## src/rtl/mmio_uart.sv

```systemverilog
// Memory-mapped 8N1 UART for the I/O bank: TX/RX FIFOs, sticky status flags, programmable baud divider.
// Define UART_LOOPBACK_EN to make BAUDDIV[16] (LOOP) writable and route txd back into the receiver.
module mmio_uart #(
  parameter int          TX_DEPTH    = 8,
  parameter int          RX_DEPTH    = 8,
  parameter logic [15:0] DEFAULT_DIV = 16'd434
) (
  input  logic        clk,
  input  logic        rst,
  input  logic        en,
  input  logic [3:0]  memWrite,
  input  logic [10:0] addr,
  input  logic [31:0] wdata,
  output logic [31:0] rdata,
  output logic        txd,
  input  logic        rxd
);

  localparam int TXW = $clog2(TX_DEPTH);
  localparam int RXW = $clog2(RX_DEPTH);
  localparam logic [TXW:0] TX_FULL = TX_DEPTH[TXW:0];
  localparam logic [RXW:0] RX_FULL = RX_DEPTH[RXW:0];

  typedef enum logic [1:0] {IDLE, START, DATA, STOP} uartState_e;

  logic [7:0]     txMem_r [TX_DEPTH];
  logic [TXW-1:0] txWr_r, txRd_r;
  logic [TXW:0]   txCount_r;
  logic [7:0]     rxMem_r [RX_DEPTH];
  logic [RXW-1:0] rxWr_r, rxRd_r;
  logic [RXW:0]   rxCount_r;
  logic [15:0]    baud_r, effDiv_s;
  logic           rxOvr_r, frErr_r, txOvf_r;
  uartState_e     txState_r, rxState_r;
  logic [15:0]    txDiv_r, txCnt_r, rxDiv_r, rxCnt_r;
  logic [2:0]     txBit_r, rxBit_r;
  logic [7:0]     txByte_r, rxShift_r;
  logic           txd_r, sync1_r, sync2_r, prev_r, rxIn_s, loopBit_s;
  logic           txPushReq_s, txPush_s, txPop_s, txOvfSet_s, txFull_s, txNotEmpty_s;
  logic           rxPop_s, rxPush_s, rxOvrSet_s, frErrSet_s, rxStop_s, rxFull_s, rxNotEmpty_s;
  logic           statWr_s, baudSel_s, unusedBits_s;
  logic [4:0]     txCount5_s, rxCount5_s;
  logic [31:0]    status_s;

  assign effDiv_s     = (baud_r < 16'd2) ? 16'd2 : baud_r;
  assign baudSel_s    = en && (addr[1:0] == 2'd3);
  assign statWr_s     = en && memWrite[0] && (addr[1:0] == 2'd2);

  assign txFull_s     = (txCount_r == TX_FULL);
  assign txNotEmpty_s = (txCount_r != '0);
  assign txPushReq_s  = en && memWrite[0] && (addr[1:0] == 2'd0);
  assign txPop_s      = txNotEmpty_s &&
                        ((txState_r == IDLE) || ((txState_r == STOP) && (txCnt_r == 16'd0)));
  // A pop in the same cycle frees the slot, so a push to a full FIFO still lands.
  assign txPush_s     = txPushReq_s && (!txFull_s || txPop_s);
  assign txOvfSet_s   = txPushReq_s && !txPush_s;

  assign rxFull_s     = (rxCount_r == RX_FULL);
  assign rxNotEmpty_s = (rxCount_r != '0);
  assign rxPop_s      = en && (memWrite == 4'b0000) && (addr[1:0] == 2'd1) && rxNotEmpty_s;
  assign rxStop_s     = (rxState_r == STOP) && (rxCnt_r == 16'd0);
  assign rxPush_s     = rxStop_s && sync2_r && (!rxFull_s || rxPop_s);
  assign rxOvrSet_s   = rxStop_s && sync2_r && rxFull_s && !rxPop_s;
  assign frErrSet_s   = rxStop_s && !sync2_r;

  assign txCount5_s   = 5'(txCount_r);
  assign rxCount5_s   = 5'(rxCount_r);
  assign status_s     = {16'b0, rxCount5_s[3:0], txCount5_s[3:0], 1'b0, txOvf_r, frErr_r, rxOvr_r,
                         rxFull_s, !rxNotEmpty_s, !txNotEmpty_s && (txState_r == IDLE), txFull_s};
  assign txd          = txd_r;

`ifdef UART_LOOPBACK_EN
  logic loop_r;
  assign loopBit_s    = loop_r;
  assign rxIn_s       = loop_r ? txd_r : rxd;
  assign unusedBits_s = ^{addr[10:2], wdata[31:17], memWrite[3], txCount5_s[4], rxCount5_s[4]};

  // LOOP bit of BAUDDIV
  always_ff @(posedge clk or negedge rst) begin
    if (!rst) begin
      loop_r <= 1'b0;
    end else if (baudSel_s && memWrite[2]) begin
      loop_r <= wdata[16];
    end
  end
`else
  assign loopBit_s    = 1'b0;
  assign rxIn_s       = rxd;
  assign unusedBits_s = ^{addr[10:2], wdata[31:16], memWrite[3:2], txCount5_s[4], rxCount5_s[4]};
`endif

  // FIFO storage (no reset needed; occupancy is tracked by the counters)
  always_ff @(posedge clk) begin
    if (txPush_s) txMem_r[txWr_r] <= wdata[7:0];
    if (rxPush_s) rxMem_r[rxWr_r] <= rxShift_r;
  end

  // FIFO pointers and counts
  always_ff @(posedge clk or negedge rst) begin
    if (!rst) begin
      txWr_r <= '0; txRd_r <= '0; txCount_r <= '0;
      rxWr_r <= '0; rxRd_r <= '0; rxCount_r <= '0;
    end else begin
      if (txPush_s) txWr_r <= txWr_r + 1'b1;
      if (txPop_s)  txRd_r <= txRd_r + 1'b1;
      if (rxPush_s) rxWr_r <= rxWr_r + 1'b1;
      if (rxPop_s)  rxRd_r <= rxRd_r + 1'b1;
      txCount_r <= txCount_r + (TXW+1)'(txPush_s) - (TXW+1)'(txPop_s);
      rxCount_r <= rxCount_r + (RXW+1)'(rxPush_s) - (RXW+1)'(rxPop_s);
    end
  end

  // Sticky flags (set wins over a same-cycle W1C) and baud divider
  always_ff @(posedge clk or negedge rst) begin
    if (!rst) begin
      rxOvr_r <= 1'b0; frErr_r <= 1'b0; txOvf_r <= 1'b0;
      baud_r  <= DEFAULT_DIV;
    end else begin
      rxOvr_r <= (rxOvr_r && !(statWr_s && wdata[4])) || rxOvrSet_s;
      frErr_r <= (frErr_r && !(statWr_s && wdata[5])) || frErrSet_s;
      txOvf_r <= (txOvf_r && !(statWr_s && wdata[6])) || txOvfSet_s;
      if (baudSel_s && memWrite[0]) baud_r[7:0]  <= wdata[7:0];
      if (baudSel_s && memWrite[1]) baud_r[15:8] <= wdata[15:8];
    end
  end

  // Transmitter; each state lasts txDiv_r clocks, divider frozen per frame
  always_ff @(posedge clk or negedge rst) begin
    if (!rst) begin
      txState_r <= IDLE; txd_r <= 1'b1; txDiv_r <= 16'd2; txCnt_r <= 16'd0;
      txBit_r <= 3'd0; txByte_r <= 8'd0;
    end else begin
      case (txState_r)
        IDLE, STOP: begin
          if (txState_r == STOP && txCnt_r != 16'd0) begin
            txCnt_r <= txCnt_r - 16'd1;
          end else if (txPop_s) begin
            txByte_r <= txMem_r[txRd_r]; txDiv_r <= effDiv_s; txCnt_r <= effDiv_s - 16'd1;
            txd_r <= 1'b0; txState_r <= START;
          end else begin
            txd_r <= 1'b1; txState_r <= IDLE;
          end
        end
        START: begin
          if (txCnt_r != 16'd0) begin
            txCnt_r <= txCnt_r - 16'd1;
          end else begin
            txCnt_r <= txDiv_r - 16'd1; txd_r <= txByte_r[0]; txBit_r <= 3'd0; txState_r <= DATA;
          end
        end
        DATA: begin
          if (txCnt_r != 16'd0) begin
            txCnt_r <= txCnt_r - 16'd1;
          end else begin
            txCnt_r <= txDiv_r - 16'd1;
            if (txBit_r == 3'd7) begin
              txd_r <= 1'b1; txState_r <= STOP;
            end else begin
              txBit_r <= txBit_r + 3'd1; txd_r <= txByte_r[txBit_r + 3'd1];
            end
          end
        end
        default: begin
          txState_r <= IDLE; txd_r <= 1'b1;
        end
      endcase
    end
  end

  // rxd synchronizer plus one extra stage for falling-edge detection
  always_ff @(posedge clk or negedge rst) begin
    if (!rst) begin
      sync1_r <= 1'b1; sync2_r <= 1'b1; prev_r <= 1'b1;
    end else begin
      sync1_r <= rxIn_s; sync2_r <= sync1_r; prev_r <= sync2_r;
    end
  end

  // Receiver; half-bit wait after the start edge, then full-bit sampling
  always_ff @(posedge clk or negedge rst) begin
    if (!rst) begin
      rxState_r <= IDLE; rxDiv_r <= 16'd2; rxCnt_r <= 16'd0; rxBit_r <= 3'd0; rxShift_r <= 8'd0;
    end else begin
      case (rxState_r)
        IDLE: begin
          if (prev_r && !sync2_r) begin
            rxDiv_r <= effDiv_s; rxCnt_r <= {1'b0, effDiv_s[15:1]} - 16'd1; rxState_r <= START;
          end
        end
        START: begin
          if (rxCnt_r != 16'd0) begin
            rxCnt_r <= rxCnt_r - 16'd1;
          end else if (sync2_r) begin
            rxState_r <= IDLE;
          end else begin
            rxCnt_r <= rxDiv_r - 16'd1; rxBit_r <= 3'd0; rxState_r <= DATA;
          end
        end
        DATA: begin
          if (rxCnt_r != 16'd0) begin
            rxCnt_r <= rxCnt_r - 16'd1;
          end else begin
            rxShift_r[rxBit_r] <= sync2_r; rxCnt_r <= rxDiv_r - 16'd1;
            if (rxBit_r == 3'd7) rxState_r <= STOP;
            else                 rxBit_r <= rxBit_r + 3'd1;
          end
        end
        STOP: begin
          if (rxCnt_r != 16'd0) rxCnt_r <= rxCnt_r - 16'd1;
          else                  rxState_r <= IDLE;
        end
        default: rxState_r <= IDLE;
      endcase
    end
  end

  // Read-data mux
  always_comb begin
    rdata = 32'b0;
    if (en) begin
      case (addr[1:0])
        2'd1:    rdata = rxNotEmpty_s ? {23'b0, 1'b1, rxMem_r[rxRd_r]} : 32'b0;
        2'd2:    rdata = status_s;
        2'd3:    rdata = {15'b0, loopBit_s, baud_r};
        default: rdata = 32'b0;
      endcase
    end else begin
      rdata = 32'b0;
    end
  end

endmodule

```

## config.mk

```make
export PLATFORM = sky130hd
export DESIGN_NAME = mmio_uart
export DESIGN_NICKNAME = d
export VERILOG_FILES = /design/src/rtl/mmio_uart.sv
export SDC_FILE = /design/constraint.sdc
export NUM_CORES = 1
export LEC_CHECK = 0
export CAP_MARGIN = 15
export CORE_MARGIN = 3
export CORE_UTILIZATION = 25
export CTS_CLUSTER_DIAMETER = 200
export CTS_CLUSTER_SIZE = 25
export DETAILED_ROUTE_END_ITERATION = 10
export GPL_ROUTABILITY_DRIVEN = 0
export PLACE_DENSITY = 0.49
export SETUP_SLACK_MARGIN = 0.3
export SYNTH_ARGS = -nofsm -noshare
export SYNTH_HDL_FRONTEND = slang
export SYNTH_SLANG_ARGS = --single-unit
```

## constraint.sdc

```tcl
create_clock -name clk -period 3.7 [get_ports clk]
set_input_delay 0.37 -clock clk [delete_from_list [all_inputs] [get_ports clk]]
set_output_delay 0.37 -clock clk [all_outputs]
set_load 0.01 [all_outputs]
```

Yosys cells after proc, flatten, opt, wreduce, memory -nomap -nowiden --
Memory sizes are Yosys's and may differ from the RTL's. A register that Yosys moved wholly into a read port is not among the register bits. Cells that the tools add are included.
Operators by class: shifts and indexed selects 0, div/mod/pow operators 0, $add $sub $neg 16, eq/ne operators 28, reduce and logical (&&, ||, !) cells 69, mux-type cells 51, bitwise operators 2, $mul 0, order comparisons 4
Operators with widths (count):
- $mux 16 | 9
- $sub 16x1->16 const B | 5
- $pmux 16 s4 | 1
- $pmux 16 s3 | 1
- $logic_not 16->1 | 2
- $mux 32 | 1
- $pmux 16 s2 | 1
- $reduce_bool 16->1 | 2
- $logic_and 1x1->1 | 29
- $ne 2x2->1 const B | 12
- $mux 3 | 7
- $mux 2 | 10
- $add 3x1->3 const B | 6
- $lt 16x2->1 const B | 1
- $sub 15x1->16 const B | 1
- $eq 2x2->1 const B | 6
- $mux 1 | 12
- $pmux 3 s2 | 2
- $logic_not 1->1 | 11
- $reduce_and 5->1 | 2
- $mux 9 | 1
- $reduce_and 3->1 | 3
- $add 4x1->4 | 2
- $bwmux 8 | 1
- other kinds (22) | 42
Storage, ports and cells: flip-flop bits (word level) 125, logic and storage cells 196, output and inout bits 33, memories kept 2, memory bits (read-only) 0, RAM bits 128, input port bits 51, bits in latches 0
Memory list:
- rxMem_r | depth 8, width 8, read ports 1, clocked after Yosys merged registers in 0, wr ports 1, line 29 | logic [7:0] rxMem_r [RX_DEPTH];
- txMem_r | depth 8, width 8, read ports 1, clocked after Yosys merged registers in 1, wr ports 1, line 26 | logic [7:0] txMem_r [TX_DEPTH];

Logic depth before layout (Yosys ltp) --
word-level depth 9, depth in mapped cells 13, depth with buffers taken out 12

Least setup slack after synthesis --
OpenSTA, ideal clock, no wires.
path type register to register, start register baud_r[13], end register txCnt_r[12], arrival 3.230 ns, required time 3.613 ns, path slack 0.383 ns, period minus slack after synthesis 3.317 ns, stages on the path, launching flop included 12, path buffers 2, library setup time 0.087 ns, path through dfrtp_1 buf_6 or4_4 or4_4 buf_6 nand2_1 ha_1 nor3b_1 nand4_1 xnor2_1 a311o_1 a22oi_1
On the way: longest elaborated chain between the ends 6
Ends and longest elaborated chain:
- from (decl) | line 32 | logic [15:0] baud_r, effDiv_s;
- from (signal assigned) | line 123 | if (baudSel_s && memWrite[1]) baud_r[15:8] <= wdata[15:8];
- $lt 16x2->1 | line 45 | assign effDiv_s = (baud_r < 16'd2) ? 16'd2 : baud_r;
- $mux 16 | line 45
- $sub 16x1->16 | line 138 | txByte_r <= txMem_r[txRd_r]; txDiv_r <= effDiv_s; txCnt_r <= effDiv_s - 16'd1;
- $mux 16 | line 137 | end else if (txPop_s) begin
- $mux 16 | line 135 | if (txState_r == STOP && txCnt_r != 16'd0) begin
- $pmux 16 s2 | line 133 | case (txState_r)
- to (signal assigned) | line 136 | txCnt_r <= txCnt_r - 16'd1;
- to (signal assigned) | line 138
- to (signal assigned) | line 146 | txCnt_r <= txCnt_r - 16'd1;
- to (decl) | line 35 | logic [15:0] txDiv_r, txCnt_r, rxDiv_r, rxCnt_r;
Every way passes these cells. The select of a mux whose other input is x is not followed. A chain may end at the register's enable or synchronous reset.

Worst setup path after layout --
start register baud_r[13], end register txCnt_r[11]
Same word-level chain as after synthesis.

==> results.sh <==
export IMPL_chipHeight_um=240.7
export IMPL_drv_slew=0
export IMPL_routed_wl_um=35060
export IMPL_max_stage_delay_ns=0.62
export IMPL_cts_root_buf="clkbuf_16"
export IMPL_clkSinkCount=261
export IMPL_crit_cells=10
export IMPL_synth_most_common_cell="edfxtp_1"
export IMPL_fin_crit_sh_pct=88.83
export IMPL_netlist_area_leader_share_pct=27.92
export IMPL_synthToLayoutAreaGrowth_pct=12.78
export IMPL_grt_overflow_total=0
export IMPL_drt_iter0_markers=573
export IMPL_synth_seq_cells=261
export IMPL_start_util_pct=25.43
export IMPL_yosysWarnings=0
export IMPL_p_int_mw=6.447
export IMPL_hp_class="in -> reg"
export IMPL_clk_latency_ns=0.52
export IMPL_synth_area_leaders="edfxtp_1, dfrtp_1, mux4_2, mux2_2, ha_1"
export IMPL_powerDensity_nw_per_um2=692.0
export IMPL_synthesis_area_um2=13770
export IMPL_hold_start="rxd"
export IMPL_ys_flop_type="edfxtp_1"
export IMPL_syn_inst=1154
export IMPL_crit_required_ns=4.09
export IMPL_numPortBuffers=42
export IMPL_synth_distinct_cells=85
export IMPL_status="completed"
export IMPL_die_w_um=240.7
export IMPL_pin_count=84
export IMPL_grt_pass1_wl_um=54720
export IMPL_fp_row_count=85
export IMPL_num_vias=9185
export IMPL_rr_worst_depth=10
export IMPL_yosysTopAreaCell="edfxtp_1"
export IMPL_cp_startpoint="baud_r[13]"
export IMPL_ant_nets=0
export IMPL_final_min_clock_period_ns=3.287
export IMPL_rsz0062_at_grt="true"
export IMPL_post_drt_wl_per_cell_um=18.35
export IMPL_finalHoldViolations=0
export IMPL_start_kind="register"
export IMPL_viasPerCell=4.806
export IMPL_dp_slack_ns=0.3721
export IMPL_fin_skew_ns=0.03524
export IMPL_die_area_um2=57920
export IMPL_maxCapViolations=0
export IMPL_cp_common_cell="or4_4"
export IMPL_cp_num_buf_inv=1
export IMPL_r2r_slack_ns=0.41
export IMPL_cts_buffers=14
export IMPL_p_sw_share_pct=40.00
export IMPL_pwr_share_seq_pct=40.2
export IMPL_dr_pass1_iters=5
export IMPL_antenna_found_initial=0
export IMPL_hold_depth=1
export IMPL_syn_avg_cell_area_um2=11.93
export IMPL_yosys_top_cells_count="edfxtp_1, dfrtp_1, nand2_1"
export IMPL_htreeDepth=1
export IMPL_critPathMaxFanout=8
export IMPL_setup_ws_ns=0.4132
export IMPL_power_share_clock_pct=16.1
export IMPL_cts_path_max_buffers=3
export IMPL_worst_slew_pin_slew_ns=0.9728
export IMPL_cts_tree="done"
export IMPL_crit_arrival_ns=3.68
export IMPL_clk_pin_slew_worst_paths_ns=0.11
export IMPL_max_vdd_ir_drop_mv=0.3740
export IMPL_path_cells="or4_4 > or4_4 > nor2b_1 > buf_4 > ha_1 > and2_0 > a21boi_0 > xnor2_1 > nand2_1 > a221o_1"
export IMPL_p_switching_mw=4.298
export IMPL_dp_hpwl_um=25140
export IMPL_crit_path_top_delay_cell="or4_4"
export IMPL_synthArstFlopShare_pct=50.96
export IMPL_fmax_mhz=304.2
export IMPL_slew_headroom_pct=35.15
export IMPL_critPathKind="reg -> reg"
export IMPL_p_leak_nw=5.765
export IMPL_setup_viol_count_final=0
export IMPL_drc=0
export IMPL_core_area_um2=54130
export IMPL_tns_ns=0
export IMPL_end_kind="register"
export IMPL_drive_gt1_share_pct=16.79
export IMPL_p_comb_share_pct=43.7
export IMPL_reg2reg_from="baud_r[13]"
export IMPL_n_antenna_cell=0
export IMPL_critical_path_top_delay_family="simple AND/OR/NAND/NOR gates"
export IMPL_synth_edff_count=128
export IMPL_ys_seq_area_share_pct=52.19
export IMPL_fin_nets=1295
export IMPL_grt_pass1_vias=9109
export IMPL_grt_usage_pct=12.08
export IMPL_grt_max_degree=91
==> final timing paths <==
path                          endpoint
max in group asynchronous          txd
min in group asynchronous   rxBit_r[1]
max reg2reg                txCnt_r[11]
min reg2reg                    sync2_r
min                            sync1_r
max                        txCnt_r[11]
==> placed cells by master (no fill, tap or decap), drive strengths merged, types with 4 or more instances in the layout <==
| master | Yosys | final |
|---|---|---|
| mux2 | 58 | 58 |
| mux2i | 31 | 31 |
| ha | 35 | 35 |
| xnor2 | 42 | 42 |
| nand2 | 107 | 107 |
| o31ai | 6 | 6 |
| or4 | 14 | 14 |
| xor2 | 31 | 31 |
| mux4 | 34 | 34 |
| a221o | 4 | 4 |
| o22ai | 7 | 7 |
| nand3 | 30 | 30 |
| a31oi | 10 | 10 |
| o211ai | 8 | 8 |
| a22oi | 7 | 7 |
| conb | 1 | 16 |
| inv | 37 | 38 |
| clkbuf | 42 | 23 |
| nor3 | 33 | 33 |
| nor4 | 21 | 21 |
| dfrtp | 122 | 122 |
| a22o | 11 | 11 |
| buf | 35 | 57 |
| dfstp | 11 | 11 |
| o21ai | 64 | 64 |
| clkdlybuf4s50 | 0 | 41 |
| edfxtp | 128 | 128 |
| a21oi | 36 | 36 |
| or3 | 17 | 17 |
| o2bb2ai | 4 | 4 |
| nor2b | 4 | 4 |
| nor3b | 8 | 8 |
| nor2 | 66 | 66 |
| and2 | 11 | 11 |
| nand4 | 9 | 9 |
| a211oi | 5 | 5 |
| nand2b | 10 | 10 |
==> power by group through the flow <==
stage	clock, mW	combinational, mW	sequential [mW]
floorplan	0	3.61	4.12
detailed placement	0	4.69	4.37
CTS	1.81	4.72	4.31
finish	1.73	4.70	4.31
global placement	0	4.66	4.36
global route	1.91	5.24	4.41
==> metrics by stage <==
step	hold slack (ns)	total power, mW	utilization [%]	instance area [um2]	cells
3_5_place_dp	0.3468	9.067	27.83	15060	1885
2_1_floorplan	0.07441	7.732	-	13820	1169
5_1_grt	0.2585	11.56	28.68	15530	1911
3_3_place_gp	0.3456	9.024	27.83	15060	1885
4_1_cts	0.2423	10.84	28.64	15500	1910
6_report	0.2717	10.74	28.68	15530	1911
==> cell families (layout without fill, tap and decap cells) <==
kind of cell / count (synthesis) / in the layout / synth area share, %
DFF: 261 / 261 / 52.19
other: 1 / 16 / 0.02724
muxes: 123 / 123 / 12.56
and+or+nand+nor: 348 / 348 / 13.20
AOI/OAI and AO/OA: 196 / 196 / 9.406
xor gates and xnor gates: 73 / 73 / 4.644
buffers and inverters: 115 / 161 / 4.507
adders and majority gates: 37 / 37 / 3.471
==> registers in the layout (all words and copies together), names as in the netlist, 2 cells and up, named ones only <==
signal     count
baud_r        16
rxBit_r        3
rxCnt_r       16
rxCount_r      4
rxDiv_r       16
rxMem_r       64
rxRd_r         3
rxShift_r      8
rxWr_r         3
txBit_r        3
txByte_r       8
txCnt_r       16
txCount_r      4
txDiv_r       16
txMem_r       64
txRd_r         3
txState_r      2
txWr_r         3
==> timing repair <==
| item | 4_1_cts | 5_1_grt |
|---|---|---|
| endpoints found under the setup margin | 2 | 15 |
| buffers inserted | 0 | 1 |
| gates resized for setup | 3 | 5 |
| hold endpoints to repair | 43 | 0 |
| hold buffers | 1 | 0 |
| pin swaps | 0 | 1 |
| cloned | 0 | 0 |
==> routing by layer <==
metal | up-vias | global-route usage [%] | part of all wire (%)
li1 | 4343 | - | -
met1 | 4600 | 17.47 | 48
met2 | 213 | 18.96 | 45
met3 | 29 | 1.851 | 5.1
met4 | 0 | 3.097 | 1.7
met5 | - | 0 | 0
==> area by class of cell <==
class	instances	area, um2
Fill cell	5562	38610
Sequential cell	261	7187
Multi-Input combinational cell	793	6037
Tap cell	696	870.8
Timing Repair Buffer	99	868.3
Clock buffer	23	405.4
Inverter	38	142.6
Clock inverter	1	16.27
(Power assumes the default switching activity.)
